==> config.mk <==
export PLATFORM = sky130hd
export DESIGN_NAME = serial_subtractor_15bits
export DESIGN_NICKNAME = d
export VERILOG_FILES = /design/src/rtl/serial_subtractor_15bits.sv
export SDC_FILE = /design/constraint.sdc
export NUM_CORES = 1
export LEC_CHECK = 0
export ABC_AREA = 1
export ABC_CLOCK_PERIOD_IN_PS = 2840
export CORE_ASPECT_RATIO = 2
export CORE_MARGIN = 1.5
export CORE_UTILIZATION = 54
export CTS_CLUSTER_DIAMETER = 30
export CTS_CLUSTER_SIZE = 24
export DETAILED_ROUTE_END_ITERATION = 7
export GPL_TIMING_DRIVEN = 0
export HOLD_SLACK_MARGIN = 0.15
export PLACE_DENSITY = 0.82
export SYNTH_ARGS = -nofsm -noshare
export SYNTH_HDL_FRONTEND = slang
export SYNTH_SLANG_ARGS = --single-unit
==> constraint.sdc <==
create_clock -name clk -period 2.84 [get_ports clk]
set_input_delay 0.568 -clock clk [delete_from_list [all_inputs] [get_ports clk]]
set_output_delay 0.568 -clock clk [all_outputs]
set_load 0.05 [all_outputs]
==> src/rtl/serial_subtractor_15bits.sv <==
// Digit-serial two's-complement subtractor: diff = a - b - bin, computed as a + ~b + ~bin
// one DIGIT_BITS slice per clock, LSB digit first, with valid/ready handshakes on both sides.
module serial_subtractor_15bits #(
    parameter int WIDTH      = 15,
    parameter int DIGIT_BITS = 1
) (
    input  logic             clk,
    input  logic             rst,
    input  logic             in_valid,
    output logic             in_ready,
    input  logic [WIDTH-1:0] a,
    input  logic [WIDTH-1:0] b,
    input  logic             bin,
    output logic             out_valid,
    input  logic             out_ready,
    output logic [WIDTH-1:0] diff,
    output logic             bout,
    output logic             OF
);

    localparam int N  = WIDTH / DIGIT_BITS;
    localparam int CW = (N > 1) ? $clog2(N) : 1;
    localparam logic [CW-1:0] LAST_DIGIT = CW'(N - 1);

    generate
        if (WIDTH % DIGIT_BITS != 0) begin : g_badDigitBits
            $error("serial_subtractor_15bits: WIDTH must be a multiple of DIGIT_BITS");
        end
    endgenerate

    typedef enum logic [1:0] {IDLE, RUN, DONE} state_t;

    state_t              r_state;
    logic [WIDTH-1:0]    r_a;
    logic [WIDTH-1:0]    r_b;
    logic                r_carry;
    logic [CW-1:0]       r_count;
    logic [WIDTH-1:0]    r_diff;
    logic                r_bout;
    logic                r_of;

    logic [DIGIT_BITS:0] w_sum;
    logic                w_cMsb;
    logic [WIDTH-1:0]    w_diffNext;

    assign w_sum = {1'b0, r_a[DIGIT_BITS-1:0]} + {1'b0, r_b[DIGIT_BITS-1:0]}
                 + {{DIGIT_BITS{1'b0}}, r_carry};

    // Carry into the top bit of the digit, recovered from that bit's sum = a ^ b ^ cin.
    assign w_cMsb = w_sum[DIGIT_BITS-1] ^ r_a[DIGIT_BITS-1] ^ r_b[DIGIT_BITS-1];

    generate
        if (DIGIT_BITS == WIDTH) begin : g_singleDigit
            assign w_diffNext = w_sum[DIGIT_BITS-1:0];
        end else begin : g_multiDigit
            assign w_diffNext = {w_sum[DIGIT_BITS-1:0], r_diff[WIDTH-1:DIGIT_BITS]};
        end
    endgenerate

    always_ff @(posedge clk or posedge rst) begin
        if (rst) begin
            r_state <= IDLE;
            r_a     <= '0;
            r_b     <= '0;
            r_carry <= 1'b0;
            r_count <= '0;
            r_diff  <= '0;
            r_bout  <= 1'b0;
            r_of    <= 1'b0;
        end else begin
            case (r_state)
                IDLE: begin
                    if (in_valid) begin
                        r_a     <= a;
                        r_b     <= ~b;
                        r_carry <= ~bin;
                        r_count <= '0;
                        r_state <= RUN;
                    end
                end
                RUN: begin
                    r_a     <= r_a >> DIGIT_BITS;
                    r_b     <= r_b >> DIGIT_BITS;
                    r_carry <= w_sum[DIGIT_BITS];
                    r_diff  <= w_diffNext;
                    r_count <= r_count + CW'(1);
                    if (r_count == LAST_DIGIT) begin
                        r_bout  <= ~w_sum[DIGIT_BITS];
                        r_of    <= w_cMsb ^ w_sum[DIGIT_BITS];
                        r_state <= DONE;
                    end
                end
                DONE: begin
                    if (out_ready) begin
                        r_state <= IDLE;
                    end
                end
                default: r_state <= IDLE;
            endcase
        end
    end

    assign in_ready  = (r_state == IDLE);
    assign out_valid = (r_state == DONE);
    assign diff      = r_diff;
    assign bout      = r_bout;
    assign OF        = r_of;

endmodule

Word-level counts from Yosys, hierarchy flattened --
Cells that the tools add are included.
Storage, ports and cells: bits in registers 54, input bits 35, output and inout port bits 19
Operators by class: add/subtract/negate cells 3, eq/ne operators 6, muxes and demuxes 12, bitwise gates (word level) 6, reduce and logical (&&, ||, !) cells 5
Operators by type and width (number):
- $pmux W15 S2 | 2
- $mux W15 | 2
- $not A15 Y15 | 1
- $pmux W4 S2 | 1
- $mux W2 | 3
- $pmux W2 S3 | 1
- $add A4 B1 Y4 const B | 1
- $eq A4 B4 Y1 const B | 1
- $mux W4 | 1
- $ne A2 B2 Y1 const B | 2
- $reduce_and A2 Y1 | 2
- $reduce_and A3 Y1 | 1
- $xor A1 B1 Y1 | 3
- $add A1 B1 Y2 | 1
- $add A2 B1 Y2 | 1
- $eq A2 B1 Y1 const B | 1
- $eq A2 B2 Y1 const B | 1
- $logic_not A2 Y1 | 1
- $ne A2 B1 Y1 const B | 1
- $not A1 Y1 | 2
- $pmux W1 S2 | 1
- $reduce_bool A2 Y1 | 1
- $mux W1 | 1

Logic depth before layout (Yosys ltp) --
Gate-level depths: netlist of run 1.
word-level depth 5, gate-level depth with buffers 8, depth with buffers taken out 8

Least setup slack after synthesis of run 1 --
OpenSTA, ideal clock, no wires.
path kind flip-flop to output port, from register r_state[1], to output out_valid, arrival 1099 ps, slack 1173 ps, cell stages (with the launch flop) 3, buffers on the path 0, cells stage by stage dfrtp_1 inv_1 nor2_1
Between the ends: word-level cells in the longest chain between the ends 1
Ends and longest elaborated chain:
- start: declaration | RTL line 33 | state_t r_state;
- start signal: assignment | RTL line 62 | r_state <= IDLE;
- start signal: assignment | RTL line 78 | r_state <= RUN;
- start signal: assignment | RTL line 90 | r_state <= DONE;
- $eq A2 B2 Y1 | RTL line 104 | assign out_valid = (r_state == DONE);
- end: declaration | RTL line 14 | output logic out_valid,
Every way passes these cells.

Final worst setup path of run 1 --
from register r_state[0], to output in_ready
Between the ends: word-level cells in the longest chain between the ends 1
Ends and longest elaborated chain:
- $logic_not A2 Y1 | RTL line 103 | assign in_ready = (r_state == IDLE);
- end: declaration | RTL line 10 | output logic in_ready,
Every way passes these cells.

==> run metrics, run 1 <==
simple-gate share of the synthesized area=29.5%; Slew Limit Headroom=65.5%; Avg WL per Cell=13.9 um; Synth Area in XOR/XNOR=0.360%; setup ws final=0.217 ns; Post-synth ARST share=100%; cell with the most instances after synthesis=nand2_1; CTS Root Cell=clkbuf_8; Top Ports=54; initial antenna violation count=0; final instance area=3130 um^2; post-synthesis mux area share=0%; clock latency on the worst-skew pair=0.30 ns; largest family of logic cells by synthesized area=simple AND/OR/NAND/NOR gates; post-synthesis sequential area ratio=55.6%; synthesized area=2430 um^2; top_reg_cell synth=dfrtp_1; hpwl dp=4060 um; Setup violations, final=0; Worst-path clk slew=0.09 ns; DR iter-0 viols=44; Synth Area in Compound Gates=6.39%; via-per-instance ratio=5.41; total gr overflow=0; area delta synth->final=28.8%; Crit. End Element=output port; Core Rows=34; Register Area=1350 um^2; # placed instances=382; CTS tree=yes; RSZ-0062 raised after global routing=false; Crit path required time=2.27 ns; Routed WL=5400 um; DR DRC count=0; path depth of the worst reg2reg path=8; Synth area leader=dfrtp_1; min Tclk post-route=2.62 ns; Final Hold Viols=0; Max Cap Viol=0; Multi-input gate area=926 um^2; Post-Syn Nets=313; Nets=373; Max Slew Vio Count=0; Hold-fix buffers, CTS=0; share of post-route cells with drive strength above 1=8.63%; vias in the first global route=2163; CP Launch Type=flip-flop; Synth top cells by count=nand2_1, nand3_1, dfrtp_1; Post-Layout Cell Count=390; YS warnings=0; setup tns final=0 ns; Mean Syn Cell Area=8.84 um^2; VDD IR-drop max=0.898 mV; pin slew with the least headroom to its limit=0.516 ns; cell count after synthesis=275; Ant. Diodes=0; EDFF count, synth=0; FMAX=0.381 GHz; maximum fanout along the worst path=10; die footprint=4940 um^2; Clock Path Buffers=2; Sink Count=54; Hold Path Cell Cnt=2; pin count of the biggest net entering global routing=37; Crit Path Class=flip-flop to output port; clock skew=0.00748 ns; Die Wd=50.4 um; Port-buffer cells=52; layout filler cell count=353; pre-CTS worst setup slack=0.553 ns; crit path DAT=2.06 ns; First-pass DRT Iterations=4; CTS Buf Count=5; Overall Power=3800 uW; post-CTS setup buffers=0; #FFs+latches synth=54; worst path cell trace=nor2_4, buf_2, clkdlybuf4s50_1; Static Leak=0.00147 uW; PostCTS Resize Cnt=0; synth unique cells=20; Yosys top cell area share=55.6%; first-pass GRT wire length=9580 um; synth top area cells=dfrtp_1, nand2_1, nand3_1; DP Area=3040 um^2; GRT Total Usage=25.1%; GPL Wtd Cong=0.768; core area=4340 um^2; vias=2110; Worst path max stage delay=0.83 ns; Initial Utilization=56.0%; CTS H-tree lvls=2; die height=97.9 um; Post-DRT Antenna Nets=0; Hold WC Path Type=flip-flop to flip-flop; Final Cycle Share=92.4%; Critical-path top delay cell=clkdlybuf4s50_1; Adder-Cell Fraction of Synth Area=1.85%; total power per unit cell area=1210 nW/um^2; status=finished, final reports clean
state kept, by name (all words and copies together) (netlist names):
register  cells
r_state       2
r_a          15
diff         15
r_count       4
r_b          15
r_carry       1
bout          1
OF            1
worst max-delay path, delay by kind of cell (launching register included):
kind | cells | cell delay, ns
buffers and inverters | 2 | 1.08
flip-flops | 1 | 0.45
AND/OR/NAND/NOR | 1 | 0.22
path summary, 6_finish.rpt:
check / from / endpoint / slack (ns)
worst max-delay path: r_state[0]$_DFFE_PP0P_ / in_ready / 0.22
worst min-delay path: diff[11]$_DFFE_PP0P_ / diff[10]$_DFFE_PP0P_ / 0.49
worst max register to register: r_b[0]$_DFFE_PP0P_ / OF$_DFFE_PP0P_ / 1.26
worst min register to register: diff[11]$_DFFE_PP0P_ / diff[10]$_DFFE_PP0P_ / 0.49
max in group asynchronous: rst / r_carry$_DFFE_PP0P_ / 1.73
min in group asynchronous: rst / diff[7]$_DFFE_PP0P_ / 0.57
per-layer routing:
metal | part of all wire, % | global-route usage [%] | vias up | routed length [um]
li1 | - | - | 1034 | -
met1 | 38 | 28.1 | 1000 | 2060
met2 | 56 | 45.4 | 63 | 3000
met3 | 2.9 | 3.06 | 13 | 155
met4 | 3.4 | 12.3 | 0 | 181
met5 | 0 | 0 | - | 0
layout make-up:
| type | count | area share [%] |
|---|---|---|
| flip-flops and latches | 54 | 43.2 |
| well taps | 54 | 2.16 |
| repair buffers | 53 | 17.3 |
| plain buffers | 18 | 3.56 |
| inverters | 11 | 1.32 |
| clock inverters | 1 | 0.160 |
| multi-input cells | 192 | 29.6 |
| clock buffers | 7 | 2.76 |
kinds of logic (layout without fill, tap and decap cells):
family	count (synthesis)	count (layout)
xor gates and xnor gates	1	1
and+or+nand+nor	165	165
AOI/OAI and AO/OA	23	23
buffers and inverters	29	90
DFF	54	54
adders and majority gates	3	3
cells in the final DEF (no fill, tap or decap), drive strengths merged:
cell           Yosys  routed
fa                 1       1
buf               16      17
nand3             66      66
o21ai              7       7
xnor2              1       1
nand4              1       1
o211ai            15      15
clkbuf             2       9
inv               11      11
clkinv             0       1
o31ai              1       1
nand2             95      95
ha                 2       2
dfrtp             54      54
clkdlybuf4s50      0      52
nor2               3       3
power breakdown:
group | internal (uW) | switching [uW]
Combinational | 732 | 1260
Clock | 197 | 241
Sequential | 1120 | 243
metrics by stage:
stage	util, %	hold WS (ns)
floorplan	-	0.466
global placement	69.6	0.463
detailed placement	70.0	0.476
CTS	72.1	0.499
global route	72.1	0.518
finish	72.1	0.493
No activity file was read; power rests on OpenSTA's default activity.
==> run 2, diff against run 1 <==
--- a/config.mk
+++ b/config.mk
@@ -7,7 +7,6 @@
 export LEC_CHECK = 0
 export ABC_AREA = 1
 export ABC_CLOCK_PERIOD_IN_PS = 2840
-export CORE_ASPECT_RATIO = 2
 export CORE_MARGIN = 1.5
 export CORE_UTILIZATION = 54
 export CTS_CLUSTER_DIAMETER = 30
==> constraint.sdc (replaced) <==
create_clock -name clk -period 2.84 [get_ports clk]
set_input_delay 0.568 -clock clk [delete_from_list [all_inputs] [get_ports clk]]
set_output_delay 0.568 -clock clk [all_outputs]
set_load 0.005 [all_outputs]
==> run metrics, run 2 (synthesis results as in run 1) <==
CP Launch Type=flip-flop; top sig layer=met4; min Tclk post-route=2.33 ns; Slew Limit Headroom=71.2%; Static Leak=0.00147 uW; DR iter-0 viols=102; Worst-path clk slew=0.09 ns; area delta synth->final=28.8%; met2 routed WL=2630 um; Routed WL=5350 um; commonest cells after routing, fill and taps aside=nand2_1, nand3_1, dfrtp_1, clkdlybuf4s50_1, o211ai_1; clock skew=0.00697 ns; crit path DAT=1.76 ns; GPL Wtd Cong=0.810; Hold Path Cell Cnt=2; status=finished, final reports clean; VDD IR-drop max=0.511 mV; Port-buffer cells=52; vias=2137; total gr overflow=0; FMAX=0.429 GHz; reg-to-reg startpoint=r_b[0]$_DFFE_PP0P_; hpwl dp=3810 um; core area=4350 um^2; DR DRC count=0; CTS Buf Count=5; reg-to-reg slack, setup=1.29 ns; # placed instances=380; commonest non-fill, non-tap cell in the layout=nand2_1; Core Rows=24; CTS Root Cell=clkbuf_8; Die Wd=70.1 um; pin slew with the least headroom to its limit=0.432 ns; clock latency on the worst-skew pair=0.31 ns; final instance area=3130 um^2; CTS H-tree lvls=2; share of post-route cells with drive strength above 1=8.93%; first-pass GRT wire length=9430 um; Hold-fix buffers, CTS=0; WHS Endpoint=diff[0]$_DFFE_PP0P_; Sink Count=54; die height=70.1 um; Initial Utilization=55.8%; Setup violations, final=0; hold_sp=diff[0]$_DFFE_PP0P_; met3 WL post-DR=229 um; post-CTS setup buffers=0; r2r endpoint=OF$_DFFE_PP0P_; path depth of the worst reg2reg path=6; Ant. Diodes=0; Crit Path Class=flip-flop to output port; maximum fanout along the worst path=10; Crit path required time=2.27 ns; First-pass DRT Iterations=4; CTS tree=yes; Crit. End Element=output port; initial antenna violation count=0; Post-DRT Antenna Nets=0; Top Ports=54; Hold Slack=0.492 ns; Max Slew Vio Count=0; Final Hold Viols=0; die footprint=4910 um^2; total power per unit cell area=1080 nW/um^2; Hold WC Path Type=flip-flop to flip-flop; pin count of the biggest net entering global routing=36; Final Util=71.9%; Avg WL per Cell=13.8 um; Overall Power=3390 uW; PostCTS Resize Cnt=0; Final Cycle Share=82.0%; vias in the first global route=2126; M1 WL=2380 um; GRT Total Usage=24.0%; Nets=373; Post-Layout Cell Count=388; Clock Path Buffers=2; RSZ-0062 raised after global routing=false; DP Area=3040 um^2; Max Cap Viol=0; via-per-instance ratio=5.51
run 2: changes by cell type in the layout (fill, tap and decap cells not counted):
cell        before  now
clkinvlp_4       0    1
clkbuf_1         3    2
run 2: how the worst max path moves through the flow:
stage,startpoint,endpoint,cells past startpoint
2_1_floorplan,rst,OF$_DFFE_PP0P_,1
3_3_place_gp,rst,r_a[4]$_DFFE_PP0P_,2
3_5_place_dp,r_state[0]$_DFFE_PP0P_,in_ready,3
4_1_cts,r_state[0]$_DFFE_PP0P_,in_ready,3
5_1_grt,r_state[0]$_DFFE_PP0P_,in_ready,3
6_report,r_state[0]$_DFFE_PP0P_,in_ready,3
run 2: stage by stage:
stage	worst slack, ns	setup TNS [ns]
global placement	-0.0306	-1.56
detailed placement	0.854	0
floorplan	0.957	0
CTS	0.498	0
finish	0.511	0
global route	0.435	0
run 2: metal layers:
layer	vias up	track usage (%)
met5	-	0
met4	0	8.12
met3	12	5.19
met2	57	40.7
met1	1033	30.6
li1	1035	-
run 2: cell type report:
class	count	area, um^2
Sequential cell	54	1350
Fill cell	339	1220
Multi-Input combinational cell	192	926
Timing Repair Buffer	53	541
Buffer	18	111
Clock buffer	6	82.6
Tap cell	52	65.1
Inverter	11	41.3
Clock inverter	2	12.5
run 2: worst max-delay path, cell delays in order, from the launching register on:
cell             delay (ns)
dfrtp_1                0.45
nor2_4                 0.23
buf_2                  0.24
clkdlybuf4s50_1        0.52
run 2: power breakdown:
part / leakage, uW / internal (uW) / switching, uW
clock network: 0.0000472 / 196 / 247
registers: 0.000683 / 1120 / 251
logic: 0.000740 / 730 / 844
